**src/rtl/st_packet_channel_arbiter_pkg.sv**
```systemverilog
// Shared types and helpers for the packet-locked channel arbiter and its picker.
package st_arb_pkg;

    typedef enum logic [0:0] {
        IDLE   = 1'b0,
        LOCKED = 1'b1
    } arb_state_t;

    localparam int TIMEOUT_CYC_DEF = 1024;

    // Width of a channel index; never narrower than one bit.
    function automatic int ch_idx_w(input int n);
        int w;
        w = $clog2(n);
        if (w < 1) begin
            return 1;
        end else begin
            return w;
        end
    endfunction

endpackage

```
**src/rtl/st_packet_channel_arbiter_rr_picker.sv**
```systemverilog
// Combinational round-robin picker: first requester strictly after i_last, wrapping.
module st_arb_rr_picker
    import st_arb_pkg::*;
#(
    parameter int NUM_CH = 2,
    parameter int IDX_W  = ch_idx_w(NUM_CH)
) (
    input  logic [NUM_CH-1:0] i_req,
    input  logic [IDX_W-1:0]  i_last,
    output logic              o_found,
    output logic [IDX_W-1:0]  o_idx
);

    // scan from i_last+1 upward, first hit wins
    always_comb begin
        int               c_v;
        logic [IDX_W-1:0] idx_v;
        logic             hit_v;
        o_found = 1'b0;
        o_idx   = {IDX_W{1'b0}};
        for (int k = 1; k <= NUM_CH; k++) begin
            c_v     = (int'(i_last) + k) % NUM_CH;
            idx_v   = IDX_W'(c_v);
            hit_v   = i_req[idx_v] & ~o_found;
            o_idx   = hit_v ? idx_v : o_idx;
            o_found = o_found | hit_v;
        end
    end

endmodule

```
**src/rtl/st_packet_channel_arbiter.sv**
```systemverilog
// Packet-locked round-robin merge of NUM_CH Avalon-ST streams into one channelized stream.
// Optional idle-lock watchdog enabled by defining ST_ARB_PKT_TIMEOUT_EN.
module st_packet_channel_arbiter
    import st_arb_pkg::*;
#(
    parameter int NUM_CH      = 2,
    parameter int DATA_W      = 8,
    parameter int CH_W        = 8,
    parameter int TIMEOUT_CYC = TIMEOUT_CYC_DEF
) (
    input  logic                     clk,
    input  logic                     reset,
    input  logic [NUM_CH-1:0]        in_valid,
    output logic [NUM_CH-1:0]        in_ready,
    input  logic [NUM_CH*DATA_W-1:0] in_data,
    input  logic [NUM_CH-1:0]        in_startofpacket,
    input  logic [NUM_CH-1:0]        in_endofpacket,
    output logic                     out_valid,
    input  logic                     out_ready,
    output logic [DATA_W-1:0]        out_data,
    output logic [CH_W-1:0]          out_channel,
    output logic                     out_startofpacket,
    output logic                     out_endofpacket,
    output logic                     busy,
    output logic                     err_orphan,
    output logic                     err_timeout
);

    localparam int               IDX_W    = ch_idx_w(NUM_CH);
    localparam logic [IDX_W-1:0] LAST_RST = IDX_W'(NUM_CH - 1);

    if (NUM_CH < 2 || NUM_CH > 16 || CH_W < IDX_W || TIMEOUT_CYC < 1) begin : g_bad_params
        $error("st_packet_channel_arbiter: illegal parameter combination");
    end

    arb_state_t          r_state;
    arb_state_t          w_state_nxt;
    logic [IDX_W-1:0]    r_grant;
    logic [IDX_W-1:0]    r_last;
    logic [IDX_W-1:0]    w_pick_idx;
    logic                w_pick_found;
    logic [NUM_CH-1:0]   w_req;
    logic [NUM_CH-1:0]   w_orphan_vec;
    logic                w_orphan;
    logic                w_take;
    logic                w_acc;
    logic                w_acc_eop;
    logic                w_release;
    logic                w_timeout;
    logic [DATA_W-1:0]   w_gdata;

    logic                r_out_valid;
    logic [DATA_W-1:0]   r_out_data;
    logic [CH_W-1:0]     r_out_channel;
    logic                r_out_sop;
    logic                r_out_eop;
    logic                r_err_orphan;

    assign w_req = in_valid & in_startofpacket;

    st_arb_rr_picker #(
        .NUM_CH (NUM_CH),
        .IDX_W  (IDX_W)
    ) u_picker (
        .i_req   (w_req),
        .i_last  (r_last),
        .o_found (w_pick_found),
        .o_idx   (w_pick_idx)
    );

    // state register
    always_ff @(posedge clk or posedge reset) begin
        if (reset) begin
            r_state <= IDLE;
        end else begin
            r_state <= w_state_nxt;
        end
    end

    // next-state: leave LOCKED on an accepted EOP or a watchdog release
    always_comb begin
        w_state_nxt = r_state;
        case (r_state)
            IDLE: begin
                if (w_pick_found) begin
                    w_state_nxt = LOCKED;
                end else begin
                    w_state_nxt = IDLE;
                end
            end
            LOCKED: begin
                if (w_release) begin
                    w_state_nxt = IDLE;
                end else begin
                    w_state_nxt = LOCKED;
                end
            end
            default: w_state_nxt = IDLE;
        endcase
    end

    // handshake outputs: granted channel follows the output slot, orphans are swallowed
    always_comb begin
        w_take       = out_ready | ~r_out_valid;
        w_orphan_vec = in_valid & ~in_startofpacket;
        in_ready     = w_orphan_vec;
        w_acc_eop    = in_endofpacket[r_grant];
        w_gdata      = in_data[int'(r_grant)*DATA_W +: DATA_W];
        if (r_state == LOCKED) begin
            w_orphan_vec[r_grant] = 1'b0;
            in_ready[r_grant]     = w_take;
            w_acc                 = in_valid[r_grant] & w_take;
        end else begin
            w_acc = 1'b0;
        end
        w_orphan  = |w_orphan_vec;
        w_release = (w_acc & w_acc_eop) | w_timeout;
    end

`ifdef ST_ARB_PKT_TIMEOUT_EN
    localparam int TO_W = $clog2(TIMEOUT_CYC + 1);

    logic [TO_W-1:0] r_to_cnt;
    logic            r_err_timeout;

    // stall cycles of the granted channel; the cycle that would reach the limit releases
    assign w_timeout = (r_state == LOCKED) & ~in_valid[r_grant] &
                       (r_to_cnt == TO_W'(TIMEOUT_CYC - 1));

    // watchdog counter and its sticky flag
    always_ff @(posedge clk or posedge reset) begin
        if (reset) begin
            r_to_cnt      <= {TO_W{1'b0}};
            r_err_timeout <= 1'b0;
        end else begin
            if (r_state != LOCKED || w_acc || w_timeout) begin
                r_to_cnt <= {TO_W{1'b0}};
            end else if (!in_valid[r_grant]) begin
                r_to_cnt <= r_to_cnt + TO_W'(1);
            end
            if (w_timeout) begin
                r_err_timeout <= 1'b1;
            end
        end
    end

    assign err_timeout = r_err_timeout;
`else
    assign w_timeout   = 1'b0;
    assign err_timeout = 1'b0;
`endif

    // grant and round-robin pointer
    always_ff @(posedge clk or posedge reset) begin
        if (reset) begin
            r_grant <= {IDX_W{1'b0}};
            r_last  <= LAST_RST;
        end else begin
            if (r_state == IDLE && w_pick_found) begin
                r_grant <= w_pick_idx;
            end
            if (w_release) begin
                r_last <= r_grant;
            end
        end
    end

    // output slot: load on accept, drain on out_ready, hold while stalled
    always_ff @(posedge clk or posedge reset) begin
        if (reset) begin
            r_out_valid   <= 1'b0;
            r_out_data    <= {DATA_W{1'b0}};
            r_out_channel <= {CH_W{1'b0}};
            r_out_sop     <= 1'b0;
            r_out_eop     <= 1'b0;
        end else if (w_acc) begin
            r_out_valid   <= 1'b1;
            r_out_data    <= w_gdata;
            r_out_channel <= CH_W'(r_grant);
            r_out_sop     <= in_startofpacket[r_grant];
            r_out_eop     <= w_acc_eop;
        end else if (out_ready) begin
            r_out_valid   <= 1'b0;
        end
    end

    // sticky orphan flag
    always_ff @(posedge clk or posedge reset) begin
        if (reset) begin
            r_err_orphan <= 1'b0;
        end else if (w_orphan) begin
            r_err_orphan <= 1'b1;
        end
    end

    assign out_valid         = r_out_valid;
    assign out_data          = r_out_data;
    assign out_channel       = r_out_channel;
    assign out_startofpacket = r_out_sop;
    assign out_endofpacket   = r_out_eop;
    assign busy              = (r_state == LOCKED);
    assign err_orphan        = r_err_orphan;

endmodule

```
**config.mk**
```make
export PLATFORM = sky130hd
export DESIGN_NAME = st_packet_channel_arbiter
export DESIGN_NICKNAME = d
export VERILOG_FILES = /design/src/rtl/st_packet_channel_arbiter_pkg.sv /design/src/rtl/st_packet_channel_arbiter_rr_picker.sv /design/src/rtl/st_packet_channel_arbiter.sv
export SDC_FILE = /design/constraint.sdc
export NUM_CORES = 1
export LEC_CHECK = 0
export CORE_MARGIN = 2
export CORE_UTILIZATION = 43
export CTS_CLUSTER_SIZE = 40
export DETAILED_ROUTE_END_ITERATION = 16
export PLACE_DENSITY = 0.85
export RECOVER_POWER = 100
export SETUP_SLACK_MARGIN = 0.2
export SKIP_CTS_REPAIR_TIMING = 1
export SLEW_MARGIN = 20
export SYNTH_ARGS = -nofsm -noshare
export SYNTH_HDL_FRONTEND = slang
export SYNTH_HIERARCHICAL = 1
export SYNTH_SLANG_ARGS = --single-unit
```
**constraint.sdc**
```tcl
create_clock -name clk -period 3.87 [get_ports clk]
set_clock_uncertainty 0.2 [all_clocks]
set_input_delay 1.161 -clock clk [delete_from_list [all_inputs] [get_ports clk]]
set_output_delay 1.161 -clock clk [all_outputs]
set_load 0.05 [all_outputs]
```
==> reports/qor.csv, run 1 <==
stage;metric;value;unit
timing;finalHoldViolations;0;
critical_path;crit_slowest_cell;clkdlybuf4s50_1;
clocking;cts_root_buf;clkbuf_4;
route;postRouteWirelength;1870;µm
route;top_layer;met4;
clocking;cts_buffer_depth;2;
layout;layout_commonest_cell;clkdlybuf4s50_1;
logic_synthesis;ys_seq_area_frac;0.406;
critical_path;critPathBufInv;2;
global_routing;antenna_found_initial;0;
global_routing;grt_pass1_vias;730;
route;drtAntennaViolNets;0;
critical_path;path_max_fanout;3;
global_routing;overflow;0;
layout;areaGrowthSynthToFinish;33.4;%
critical_path;cp-end-kind;output pin;
layout;drive_above_1_share;0.192;
route;wl_per_cell;12.7;µm
clocking;cts_tree;yes;
floorplan;initial_core_util;0.451;
clocking;cts_sinks;16;
critical_path;worst_setup_path_start_kind;input pin;
route;met2_length;957;µm
critical_path;path_class;in -> out;
global_routing;grt_start_max_net_pins;19;
route;wl_met1;727;µm
logic_synthesis;synth.ff_latch_count;16;
clocking;path_clk_slew;0.09;ns
timing;rsz0062_at_grt;false;
global_routing;grt_pass1_wl;3130;µm
route;via_per_inst;4.87;
placement;gp_congestion;0.766;
placement;io_buffers;40;
clocking;cts-buffers-inserted;3;
timing;min_period_over_period;0.957;
placement;pre_cts_ws;0.202;ns
critical_path;cpLargestDelayFamily;buffers and inverters;
logic_synthesis;avgSynthCellArea;12.2;µm²
route;drt-initial-drc-count;6;
critical_path;arrival;2.34;ns
critical_path;worstPathRequired;2.51;ns
floorplan;die_w;51.9;µm
layout;fin_util;0.602;
floorplan;fp.dieH;51.9;µm
floorplan;io_pins;49;
route;vias;721;
route;drc;0;
logic_synthesis;postSynthCellCount;81;
route;met3_length;158;µm
timing;setup_violations;0;
power;power;1.10;mW
layout;layout_common_cells;22 x clkdlybuf4s50_1, 16 x dlygate4sd3_1, 15 x dfrtp_1;
timing;relSlewSlack;0.568;
outcome;status;complete, no violations;
layout;n_antenna_cell;0;
floorplan;num_rows;17;
timing;max_freq;0.270;GHz
floorplan;core;0.00219;mm²
layout;nNetsFinal;146;
timing;tns;0;ns
placement;hpwl;1460;µm
timing;worst_slack;0.165;ns
logic_synthesis;yosysUniqueCellTypes;31;
clocking;worstSkewPairLatency;0.28;ns
power;p_leak;0.553;nW
logic_synthesis;yosysTopAreaCellShare;0.380;
min_path;hold_class;reg -> reg;
critical_path;cp_cell_sequence;clkdlybuf4s50_1 > or2b_2 > a31o_2 > clkbuf_2;
floorplan;dieArea;0.00270;mm²
logic_synthesis;yosysWarnings;6;
flow_run;drv_cap;0;
logic_synthesis;synth.largest_area_cell;dfrtp_1;
timing;min_period;3.71;ns
timing;slew_viol_final;0;
logic_synthesis;synth_area_leaders;dfrtp_1 38%, mux2_4 14%, mux2_2 14%;
timing;worst_pin_slew;0.648;ns
route;dr.pass1.iters;4;
critical_path;slowest_delay;0.39;ns
power;ir_drop;0.434;mV
clocking;htreeDepth;1;
global_routing;grt_use_total;0.158;
logic_synthesis;synth_area;988;µm²
power;pwr_density_cell;836;mW/mm²
## stage by stage
stage | hold slack, ns | area [µm²] | std cells
after floorplan | 0.263 | 1010 | 88
after global placement | 0.242 | 1330 | 144
after detailed placement | 0.246 | 1330 | 144
after CTS | 0.268 | 1370 | 148
after global routing | 0.275 | 1320 | 148
final | 0.260 | 1320 | 148
## cells by family after synthesis
logic type | after synthesis | synth area share
buf+inv | 16 | 0.134
other cells | 1 | 0.00379
mux | 21 | 0.273
compound gates | 11 | 0.0772
flops | 16 | 0.406
simple gates | 16 | 0.105
## path summary, 6_finish.rpt
kind | endpoint | depth (start not counted) | slack (ns) | start
worst min-delay path | err_orphan | 1 | 0.26 | err_orphan
max in group asynchronous | out_startofpacket | 2 | 1.91 | reset
worst max-delay path | in_ready[1] | 4 | 0.16 | out_ready
min in group asynchronous | out_data[4] | 2 | 1.17 | reset
worst max register to register | out_data[5] | 3 | 1.58 | r_grant
worst min register to register | err_orphan | 1 | 0.26 | err_orphan
## Yosys cell counts
master	count
dfrtp_1	15
mux2_2	12
mux2_4	9
buf_4	8
inv_1	3
nand2_1	3
o21ai_0	3
and2_1	2
buf_6	2
nand2b_1	2
nand3_1	2
a21boi_1	1
a21o_1	1
a21oi_1	1
a2bb2oi_1	1
a31o_2	1
a31oi_1	1
a41oi_1	1
and2b_2	1
buf_12	1
buf_2	1
clkbuf_8	1
conb_1	1
dfstp_2	1
nand3_4	1
nand4_1	1
nor2_1	1
nor2b_1	1
o2bb2ai_1	1
or2_1	1
or2b_2	1
## metal layers
layer / vias to the layer above / global-route usage
li1: 341 / -
met1: 342 / 0.175
met2: 34 / 0.281
met3: 4 / 0.0460
met4: 0 / 0.0658
met5: - / 0
## state kept, by name (all words and copies together), names as in the netlist
signal / flops
out_data: 8
busy: 1
err_orphan: 1
out_channel: 1
out_endofpacket: 1
out_startofpacket: 1
out_valid: 1
r_grant: 1
r_last: 1
## report_power, final
group | leakage (nW) | switching [mW] | internal (mW)
Clock | 0.0210 | 0.0520 | 0.0572
Sequential | 0.185 | 0.0734 | 0.247
Combinational | 0.347 | 0.424 | 0.249
Total | 0.553 | 0.549 | 0.553
## area by class of cell
| class | count | area [µm²] |
|---|---|---|
| Timing Repair Buffer | 41 | 397 |
| Sequential cell | 16 | 402 |
| Multi-Input combinational cell | 56 | 438 |
| Fill cell | 194 | 872 |
| Inverter | 3 | 11.3 |
| Tap cell | 28 | 35.0 |
| Clock buffer | 4 | 36.3 |
No activity file was read; power rests on OpenSTA's default activity.
==> run 2, diff against run 1 <==
--- a/config.mk
+++ b/config.mk
@@ -5,6 +5,7 @@
 export SDC_FILE = /design/constraint.sdc
 export NUM_CORES = 1
 export LEC_CHECK = 0
+export CAP_MARGIN = 30
 export CORE_MARGIN = 2
 export CORE_UTILIZATION = 43
 export CTS_CLUSTER_SIZE = 40
==> results of run 2 <==
Final layout, timing and power as in run 1 (identical DEF).
